`src/rtl/vga_timing_pkg.sv`:
```
// Shared 640x480 timing defaults, pin-bus bit positions and small helpers
// for the VGA sync generator and capture monitor.
package vga_timing_pkg;

    localparam int H_ACTIVE_DFLT = 640;
    localparam int H_FP_DFLT     = 16;
    localparam int H_SYNC_DFLT   = 96;
    localparam int H_BP_DFLT     = 48;
    localparam int V_ACTIVE_DFLT = 480;
    localparam int V_FP_DFLT     = 10;
    localparam int V_SYNC_DFLT   = 2;
    localparam int V_BP_DFLT     = 33;

    localparam int PIN_R1    = 0;
    localparam int PIN_G1    = 1;
    localparam int PIN_B1    = 2;
    localparam int PIN_VSYNC = 3;
    localparam int PIN_R0    = 4;
    localparam int PIN_G0    = 5;
    localparam int PIN_B0    = 6;
    localparam int PIN_HSYNC = 7;

    typedef enum logic [1:0] {
        ST_SEARCH = 2'd0,
        ST_HTRACK = 2'd1,
        ST_VTRACK = 2'd2,
        ST_LOCKED = 2'd3
    } track_state_e;

    function automatic logic [5:0] decode_rgb(input logic [7:0] pins);
        return {pins[PIN_R1], pins[PIN_R0], pins[PIN_G1],
                pins[PIN_G0], pins[PIN_B1], pins[PIN_B0]};
    endfunction

    function automatic logic [15:0] sig_step(input logic [15:0] sum, input logic [5:0] px);
        return {sum[14:0], sum[15]} ^ {10'd0, px};
    endfunction

endpackage

```
`src/rtl/vga_frame_signature.sv`:
```
// Per-frame rotate-xor signature and lit-pixel count over the locked visible
// area, latched with a one-cycle frame_done after the last visible pixel.
module vga_frame_signature
    import vga_timing_pkg::*;
#(
    parameter int H_ACTIVE = H_ACTIVE_DFLT,
    parameter int V_ACTIVE = V_ACTIVE_DFLT
) (
    input  logic        px_clk,
    input  logic        reset,
    input  logic        locked,
    input  logic        activevideo,
    input  logic [9:0]  x_px,
    input  logic [9:0]  y_px,
    input  logic [5:0]  rrggbb,
    output logic        frame_done,
    output logic [15:0] frame_sum,
    output logic [18:0] frame_lit
);

    localparam logic [9:0] X_LAST = 10'(H_ACTIVE - 1);
    localparam logic [9:0] Y_LAST = 10'(V_ACTIVE - 1);

    logic [15:0] sum_r;
    logic [18:0] lit_r;
    logic [15:0] sum_nxt_s;
    logic [18:0] lit_nxt_s;
    logic        last_px_s;

    // Next accumulator values and end-of-frame detection for the reported pixel
    always_comb begin
        sum_nxt_s = sig_step(sum_r, rrggbb);
        lit_nxt_s = lit_r + 19'(rrggbb != 6'd0);
        last_px_s = activevideo && (x_px == X_LAST) && (y_px == Y_LAST);
    end

    // Accumulate while locked, publish and restart on the last visible pixel
    always_ff @(posedge px_clk) begin
        if (reset) begin
            sum_r      <= 16'd0;
            lit_r      <= 19'd0;
            frame_done <= 1'b0;
            frame_sum  <= 16'd0;
            frame_lit  <= 19'd0;
        end else if (!locked) begin
            sum_r      <= 16'd0;
            lit_r      <= 19'd0;
            frame_done <= 1'b0;
        end else if (last_px_s) begin
            frame_sum  <= sum_nxt_s;
            frame_lit  <= lit_nxt_s;
            frame_done <= 1'b1;
            sum_r      <= 16'd0;
            lit_r      <= 19'd0;
        end else if (activevideo) begin
            sum_r      <= sum_nxt_s;
            lit_r      <= lit_nxt_s;
            frame_done <= 1'b0;
        end else begin
            frame_done <= 1'b0;
        end
    end

endmodule

```
`src/rtl/vga_capture_monitor.sv`:
```
// Samples the VGA pin bus, recovers pixel coordinates from sync edges,
// checks sync placement and reports a per-frame signature.
module vga_capture_monitor
    import vga_timing_pkg::*;
#(
    parameter int H_ACTIVE        = H_ACTIVE_DFLT,
    parameter int H_FP            = H_FP_DFLT,
    parameter int H_SYNC          = H_SYNC_DFLT,
    parameter int H_BP            = H_BP_DFLT,
    parameter int V_ACTIVE        = V_ACTIVE_DFLT,
    parameter int V_FP            = V_FP_DFLT,
    parameter int V_SYNC          = V_SYNC_DFLT,
    parameter int V_BP            = V_BP_DFLT,
    parameter int SYNC_ACTIVE_LOW = 1
) (
    input  logic        px_clk,
    input  logic        reset,
    input  logic [7:0]  vga_in,
    output logic [9:0]  x_px,
    output logic [9:0]  y_px,
    output logic [5:0]  rrggbb,
    output logic        activevideo,
    output logic        locked,
    output logic        sync_err,
    output logic        frame_done,
    output logic [15:0] frame_sum,
    output logic [18:0] frame_lit
);

    localparam logic [9:0] H_LAST   = 10'(H_ACTIVE + H_FP + H_SYNC + H_BP - 1);
    localparam logic [9:0] V_LAST   = 10'(V_ACTIVE + V_FP + V_SYNC + V_BP - 1);
    localparam logic [9:0] H_RISE   = 10'(H_ACTIVE + H_FP);
    localparam logic [9:0] H_FALL   = 10'(H_ACTIVE + H_FP + H_SYNC);
    localparam logic [9:0] V_RISE   = 10'(V_ACTIVE + V_FP);
    localparam logic [9:0] V_FALL   = 10'(V_ACTIVE + V_FP + V_SYNC);
    localparam logic [9:0] H_VIS    = 10'(H_ACTIVE);
    localparam logic [9:0] V_VIS    = 10'(V_ACTIVE);
    localparam logic       SYNC_INV = (SYNC_ACTIVE_LOW != 0);

    logic [7:0]   pins_r;
    logic [7:0]   pins_prev_r;
    logic [9:0]   h_r;
    logic [9:0]   v_r;
    track_state_e state_r;
    track_state_e state_nxt_s;

    logic       hs_s, vs_s, hs_prev_s, vs_prev_s;
    logic       hs_rise_s, hs_fall_s, vs_rise_s, vs_fall_s;
    logic       h_load_s, v_load_s, h_wrap_s;
    logic [9:0] h_cur_s, v_cur_s, v_inc_s;
    logic       edge_err_s;

    assign hs_s      = pins_r[PIN_HSYNC] ^ SYNC_INV;
    assign vs_s      = pins_r[PIN_VSYNC] ^ SYNC_INV;
    assign hs_prev_s = pins_prev_r[PIN_HSYNC] ^ SYNC_INV;
    assign vs_prev_s = pins_prev_r[PIN_VSYNC] ^ SYNC_INV;
    assign hs_rise_s = hs_s & ~hs_prev_s;
    assign hs_fall_s = ~hs_s & hs_prev_s;
    assign vs_rise_s = vs_s & ~vs_prev_s;
    assign vs_fall_s = ~vs_s & vs_prev_s;

    // Coordinates of the stage-1 sample: loads win over increments, v follows h wraps
    always_comb begin
        h_load_s = (state_r == ST_SEARCH) && hs_rise_s;
        v_load_s = (state_r == ST_HTRACK) && vs_rise_s;
        h_wrap_s = !h_load_s && (h_r == H_LAST);
        if (h_load_s) begin
            h_cur_s = H_RISE;
        end else if (h_wrap_s) begin
            h_cur_s = 10'd0;
        end else begin
            h_cur_s = h_r + 10'd1;
        end
        if (v_r == V_LAST) begin
            v_inc_s = 10'd0;
        end else begin
            v_inc_s = v_r + 10'd1;
        end
        if (v_load_s) begin
            v_cur_s = V_RISE;
        end else if (h_wrap_s) begin
            v_cur_s = v_inc_s;
        end else begin
            v_cur_s = v_r;
        end
    end

    // Misplaced-edge detection and tracker state transitions
    always_comb begin
        if (state_r != ST_SEARCH) begin
            edge_err_s = (hs_rise_s && (h_cur_s != H_RISE)) ||
                         (hs_fall_s && (h_cur_s != H_FALL)) ||
                         (vs_rise_s && (v_cur_s != V_RISE)) ||
                         (vs_fall_s && (v_cur_s != V_FALL));
        end else begin
            edge_err_s = 1'b0;
        end
        state_nxt_s = state_r;
        if (edge_err_s) begin
            state_nxt_s = ST_SEARCH;
        end else begin
            case (state_r)
                ST_SEARCH: state_nxt_s = hs_rise_s ? ST_HTRACK : ST_SEARCH;
                ST_HTRACK: state_nxt_s = vs_rise_s ? ST_VTRACK : ST_HTRACK;
                ST_VTRACK: state_nxt_s = vs_rise_s ? ST_LOCKED : ST_VTRACK;
                ST_LOCKED: state_nxt_s = ST_LOCKED;
                default:   state_nxt_s = ST_SEARCH;
            endcase
        end
    end

    // Two-stage capture pipeline, counters, tracker state and registered outputs
    always_ff @(posedge px_clk) begin
        if (reset) begin
            pins_r      <= 8'd0;
            pins_prev_r <= 8'd0;
            h_r         <= 10'd0;
            v_r         <= 10'd0;
            state_r     <= ST_SEARCH;
            x_px        <= 10'd0;
            y_px        <= 10'd0;
            rrggbb      <= 6'd0;
            activevideo <= 1'b0;
            locked      <= 1'b0;
            sync_err    <= 1'b0;
        end else begin
            pins_r      <= vga_in;
            pins_prev_r <= pins_r;
            h_r         <= h_cur_s;
            v_r         <= v_cur_s;
            state_r     <= state_nxt_s;
            x_px        <= h_cur_s;
            y_px        <= v_cur_s;
            rrggbb      <= decode_rgb(pins_r);
            activevideo <= (state_nxt_s == ST_LOCKED) && (h_cur_s < H_VIS) && (v_cur_s < V_VIS);
            locked      <= (state_nxt_s == ST_LOCKED);
            sync_err    <= edge_err_s;
        end
    end

    vga_frame_signature #(
        .H_ACTIVE (H_ACTIVE),
        .V_ACTIVE (V_ACTIVE)
    ) u_signature (
        .px_clk      (px_clk),
        .reset       (reset),
        .locked      (locked),
        .activevideo (activevideo),
        .x_px        (x_px),
        .y_px        (y_px),
        .rrggbb      (rrggbb),
        .frame_done  (frame_done),
        .frame_sum   (frame_sum),
        .frame_lit   (frame_lit)
    );

endmodule
```
`config.mk`:
```
export PLATFORM = sky130hd
export DESIGN_NAME = vga_capture_monitor
export DESIGN_NICKNAME = d
export VERILOG_FILES = /design/src/rtl/vga_timing_pkg.sv /design/src/rtl/vga_frame_signature.sv /design/src/rtl/vga_capture_monitor.sv
export SDC_FILE = /design/constraint.sdc
export NUM_CORES = 1
export LEC_CHECK = 0
export CAP_MARGIN = 20
export CORE_MARGIN = 3
export CORE_UTILIZATION = 55
export CTS_BUF_LIST = sky130_fd_sc_hd__clkbuf_8
export CTS_CLUSTER_SIZE = 10
export DETAILED_ROUTE_END_ITERATION = 10
export PLACE_DENSITY = 0.79
export SYNTH_ARGS = -nofsm -noshare
export SYNTH_HDL_FRONTEND = slang
export SYNTH_HIERARCHICAL = 1
export SYNTH_SLANG_ARGS = --single-unit
```
`constraint.sdc`:
```
create_clock -name px_clk -period 3.8 [get_ports px_clk]
set_clock_uncertainty 0.05 [all_clocks]
set_input_delay 0.38 -clock px_clk [delete_from_list [all_inputs] [get_ports px_clk]]
set_output_delay 0.38 -clock px_clk [all_outputs]
set_load 0.1 [all_outputs]
```
==> results of run 1 <==
## critical path: cells and delay by family (launching register included)
| kind | cells | cell delay (ns) |
|---|---|---|
| flops | 1 | 0.50 |
| fa+ha+maj | 1 | 0.36 |
| compound gates | 4 | 0.99 |
| simple gates | 4 | 1.45 |
## power groups by stage
stage	sequential (mW)	clock, mW	combinational, mW
floorplan	1.26	0	0.0733
global placement	1.23	0	0.137
detailed placement	1.23	0	0.138
CTS	1.20	0.742	0.139
global route	1.21	0.793	0.146
finish	1.20	0.721	0.138
## through the flow
stage / utilization / hold slack [ns] / instances / area (um^2)
final: 0.676 / 0.390 / 736 / 5980
after detailed placement: 0.651 / 0.371 / 720 / 5760
after floorplan: - / 0.364 / 572 / 5090
after global routing: 0.676 / 0.403 / 736 / 5980
after global placement: 0.651 / 0.372 / 720 / 5760
after CTS: 0.676 / 0.392 / 736 / 5980
## sequential cells by signal, indices dropped and copies added (netlist names)
register / count
locked: 1
u_signature/frame_lit: 19
h_r: 10
u_signature/frame_sum: 16
u_signature/sum_r: 16
pins_r: 8
state_r: 2
sync_err: 1
activevideo: 1
pins_prev_r: 3
v_r: 10
rrggbb: 5
u_signature/frame_done: 1
u_signature/lit_r: 19
## kinds of logic after synthesis
family	count (synthesis)	share of synthesized area
compound gates	74	0.102
xor+xnor	53	0.0927
fa+ha+maj	5	0.0123
buf+inv	53	0.0553
flops	112	0.441
mux	19	0.0388
simple gates	256	0.258
## Yosys cell counts (5+ instances only)
cell type / number / area [um^2]
dfxtp_1: 112 / 2240
nor2_1: 85 / 319
nand2_1: 60 / 225
xor2_1: 29 / 254
a21oi_1: 27 / 135
xnor2_1: 23 / 201
nand3_1: 20 / 100
nor2b_1: 20 / 125
inv_1: 15 / 56.3
nand4_1: 15 / 93.8
a211oi_1: 14 / 105
clkbuf_1: 14 / 52.6
mux2i_1: 13 / 130
and3_1: 9 / 56.3
buf_4: 9 / 67.6
nor3_1: 9 / 45.0
buf_2: 8 / 40.0
mux2_2: 6 / 67.6
o21ai_0: 6 / 30.0
buf_6: 5 / 56.3
ha_1: 5 / 62.6
nor4_1: 5 / 31.3
or2_2: 5 / 31.3
## worst max path at each step
| stage | startpoint | to | slack (ns) |
|---|---|---|---|
| final | h_r[0] | state_r[0] | 0.37 |
| after global routing | h_r[0] | state_r[0] | 0.19 |
| after CTS | h_r[0] | state_r[0] | 0.47 |
| after detailed placement | h_r[0] | state_r[0] | 0.48 |
| after global placement | h_r[0] | state_r[0] | 0.68 |
| after floorplan | h_r[1] | state_r[0] | 0.04 |
## final cells by class
cell class	instances	area, um^2
fill	769	2870
multi-input combinational	407	2560
sequential	112	2240
inverter	15	56.3
clock inverter	7	93.8
tap	108	135
clock buffer	9	124
timing repair buffer	78	763
## layer usage
metal	track usage	part of all wire
met2	0.345	0.47
met1	0.290	0.47
met3	0.0410	0.047
met5	0	0
met4	0.0535	0.0079
==> run_results.csv, run 1 <==
group,metric,value,unit
clock_network,hold_buffers,0,
final_layout,area_growth,17.5,%
yosys,synth_area,0.00509,mm^2
placed_design,hpwl,7.52,mm
pwr,p_int,1.50,mW
yosys,synth.distinct_cells,60,
pwr,design_power_total,2.06,mW
clock_network,clk_pin_slew,0.11,ns
sta,fin_crit,3.43,ns
critical_path,crit_type,"reg -> reg",
sta,maxSlewViolCount,0,
sta,hold_violations,0,
critical_path,cp-end-kind,"flip-flop",
sta,tns,0,ns
global_routing,antenna_found_initial,0,
hold_path,hp-class,"reg -> reg",
sta,rsz0062_at_grt,"false",
clock_network,tritoncts,"done",
detailed_routing,vias,4081,
critical_path,r2r_end,"state_r[0]",
placed_design,place_congestion,0.878,
critical_path,crit_path_max_fanout,9,
critical_path,startpoint_type,"flip-flop",
detailed_routing,drt_iter0_markers,213,
sta,fin_ws,0.373,ns
pwr,p_switching,0.564,mW
yosys,synth-seq-cells,112,
hold_path,hold_end,"rrggbb[4]",
critical_path,critical_path_required,4.03,ns
job,cap_violations,0,
yosys,syn_nets,587,
sta,timing.final.crit_share,0.902,
pwr,p_sw_frac,0.273,
pwr,clkPwrFrac,0.349,
clock_network,ctsResizeCount,0,
die,chipWidth,102,um
clock_network,cts_htree_levels,3,
pwr,leakage,1.93,nW
global_routing,grt_pass1_wl,17.9,mm
sta,slew_headroom,0.333,
critical_path,cp_cell_sequence,"ha_1, nand4_1, nor4_4, nand2_2, o31ai_2, a41oi_2, nor4_1, o311ai_2, a221oi_1",
hold_path,hold_start,"pins_r[4]",
critical_path,reg2reg_slack,0.37,ns
detailed_routing,drtAntennaViolNets,0,
global_routing,grt_pass1_vias,3706,
outcome,status,"completed",
final_layout,layout.nets,638,
sta,setup_viol,0,
pwr,ir_drop,0.233,mV
yosys,netlist_instances,572,
die,core_region_area,0.00885,mm^2
die,pin_count,75,
placed_design,port-buffer-count,74,
yosys,ys.flop_type,"dfxtp_1",
final_layout,final_common_cell,"dfxtp_1",
critical_path,worst_r2r_startpoint,"h_r[0]",
detailed_routing,wirelength,10.8,mm
die,start_util,0.575,
yosys,ys_seq_area_frac,0.441,
yosys,yosysWarnings,6,
detailed_routing,avgViaCountPerCell,5.54,
final_layout,diodes,0,
clock_network,clock_latency,0.38,ns
placed_design,pre_cts_ws,0.480,ns
critical_path,critPathMaxStageDelay,0.50,ns
final_layout,layout_common_cells,"112 x dfxtp_1, 85 x nor2_1, 72 x clkdlybuf4s50_1",
detailed_routing,dr.pass1.iters,7,
clock_network,cts_root_buf,"clkbuf_8",
critical_path,crit_arrival,3.66,ns
clock_network,cts_buffers,9,
hold_path,min_path_cells,1,
yosys,syn_area_per_cell,8.90,um^2
final_layout,drive_above_1_share,0.0812,
global_routing,grt_overflow_total,0,
die,fp-row-count,34,
critical_path,slowest_stage,"dfxtp_1",
global_routing,grt_max_degree,52,
die,die_h,102,um
clock_network,cts.sinks,112,
pwr,power_frac_comb,0.067,
yosys,ys_async_sr_fraction,0,
clock_network,cts_buffer_depth,2,
pwr,seq_power_share,0.584,
sta,worst_slew_pin_slew,0.997,ns
clock_network,cts_setup_buffers,0,
sta,fmax,0.292,GHz
critical_path,ff2ff_path_depth,9,
detailed_routing,drc,0,
die,dieArea,0.0104,mm^2
pwr,power_density,345,mW/mm^2
yosys,synth_edf_count,0,
detailed_routing,routedWlPerCell,14.6,um
global_routing,track_usage,0.212,
(Power assumes the default switching activity.)
==> inputs of run 2 (changes only) <==
CORE_ASPECT_RATIO = 0.75   (was not set)
TNS_END_PERCENT = 10   (was not set)
==> run_results.csv, run 2 (synthesis results as in run 1) <==
group,metric,value,unit
outcome,status,"completed",
critical_path,startpoint,"h_r[1]",
clock_network,ctsResizeCount,0,
critical_path,crit_type,"reg -> reg",
clock_network,cts_htree_levels,3,
critical_path,slowest_stage,"dfxtp_1",
clock_network,cts_setup_buffers,0,
final_layout,drive_above_1_share,0.0870,
final_layout,final_common_cell,"dfxtp_1",
critical_path,ff2ff_path_depth,10,
global_routing,grt_max_degree,46,
critical_path,cp-end-kind,"flip-flop",
detailed_routing,drc,0,
critical_path,path_depth,10,
sta,slew_headroom,0.319,
placed_design,place_congestion,0.962,
sta,maxSlewViolCount,0,
final_layout,layout_common_cells,"112 x dfxtp_1, 85 x nor2_1, 72 x clkdlybuf4s50_1",
clock_network,cts_buffers,9,
detailed_routing,wirelength,11.5,mm
critical_path,critPathMaxStageDelay,0.46,ns
clock_network,tritoncts,"done",
die,die_h,89.3,um
global_routing,grt_overflow_total,0,
detailed_routing,routedWlPerCell,15.5,um
critical_path,critical_path_required,4.02,ns
clock_network,clk_pin_slew,0.11,ns
clock_network,hold_buffers,0,
pwr,power_density,347,mW/mm^2
critical_path,cp_cell_sequence,"ha_1, nand4_1, nor4_4, buf_4, and3_1, xor2_2, a41oi_2, o41ai_2, o311ai_2, a221oi_1",
sta,timing.final.crit_share,0.899,
sta,fin_crit,3.42,ns
final_layout,reg_top3,"u_signature/frame_lit (19), u_signature/lit_r (19)",
critical_path,cp_num_buf_inv,1,
die,core_region_area,0.00871,mm^2
critical_path,r2r_end,"state_r[0]",
detailed_routing,drt_iter0_markers,305,
die,start_util,0.584,
die,fp-row-count,29,
final_layout,diodes,0,
global_routing,grt_pass1_wl,18.9,mm
die,chipWidth,117,um
global_routing,track_usage,0.230,
sta,setup_viol,0,
detailed_routing,dr.pass1.iters,5,
global_routing,grt_pass1_vias,3927,
detailed_routing,drtAntennaViolNets,0,
clock_network,clock_latency,0.37,ns
pwr,design_power_total,2.09,mW
clock_network,cts_buffer_depth,2,
pwr,ir_drop,0.242,mV
clock_network,cts.sinks,112,
pwr,leakage,1.95,nW
clock_network,cts_root_buf,"clkbuf_8",
die,pin_count,75,
sta,worst_slew_pin_slew,1.02,ns
critical_path,startpoint_type,"flip-flop",
sta,hold_violations,0,
critical_path,reg2reg_slack,0.38,ns
placed_design,port-buffer-count,74,
sta,rsz0062_at_grt,"false",
detailed_routing,avgViaCountPerCell,5.61,
die,dieArea,0.0105,mm^2
final_layout,area_growth,18.0,%
critical_path,crit_arrival,3.63,ns
critical_path,crit_path_max_fanout,8,
final_layout,layout.nets,642,
critical_path,critPathTopFamily,"compound AO/OA/AOI/OAI gates",
critical_path,worst_r2r_startpoint,"h_r[1]",
hold_path,hp-class,"reg -> reg",
critical_path,cp-endpoint,"state_r[0]",
global_routing,antenna_found_initial,0,
sta,fmax,0.293,GHz
detailed_routing,vias,4148,
job,cap_violations,0,
sta,tns,0,ns
placed_design,hpwl,8.09,mm
-- run 2: cell types whose count changed in the layout (fill, tap and decap cells not counted), sizes merged --
cell,previous run,this run
buf,6,10
clkinv,4,0
clkbuf,9,11
clkinvlp,0,2
bufinv,0,1
inv,18,17
-- run 2: area by class of cell --
class / count / area [um^2]
fillers: 704 / 2700
multi-input cells: 407 / 2560
flip-flops and latches: 112 / 2240
repair buffers: 82 / 793
clock buffers: 11 / 151
well taps: 108 / 135
clock inverters: 5 / 62.6
inverters: 15 / 56.3
-- run 2: metal layers --
layer,track usage,vias to the layer above,part of all wire
li1,-,2061,-
met1,0.316,1929,0.48
met2,0.356,146,0.44
met3,0.0677,12,0.065
met4,0.0604,0,0.0090
met5,0,-,0
-- run 2: metrics by stage --
step | hold slack [ns] | setup WS [ns] | utilization | cells | cell area [um^2]
floorplan | 0.364 | 0.0402 | - | 572 | 5090
global placement | 0.368 | 0.613 | 0.663 | 721 | 5770
detailed placement | 0.377 | 0.328 | 0.663 | 721 | 5770
CTS | 0.403 | 0.263 | 0.687 | 737 | 5980
global route | 0.415 | 0.142 | 0.690 | 740 | 6010
finish | 0.396 | 0.383 | 0.690 | 740 | 6010
-- run 2: how the worst min path moves through the flow --
| stage | from | to | cells after the start |
|---|---|---|---|
| 4_1_cts | pins_r[1] | rrggbb[3] | 1 |
| 3_3_place_gp | pins_r[1] | rrggbb[3] | 1 |
| 2_1_floorplan | pins_r[0] | pins_prev_r[0] | 1 |
| 5_1_grt | pins_r[4] | rrggbb[4] | 1 |
| 3_5_place_dp | pins_r[0] | pins_prev_r[0] | 1 |
| 6_report | pins_r[1] | rrggbb[3] | 1 |
-- run 2: power by group --
| part | internal, mW | switching (mW) | total, mW |
|---|---|---|---|
| sequential | 1.19 | 0.0173 | 1.20 |
| clock | 0.346 | 0.398 | 0.744 |
| combinational | 0.0424 | 0.0968 | 0.139 |
==> inputs of run 3 (changes only) <==
CTS_CLUSTER_SIZE = 14   (was 10)
==> results of run 3 <==
No change in the layout: final DEF, timing and power equal those of run 2.
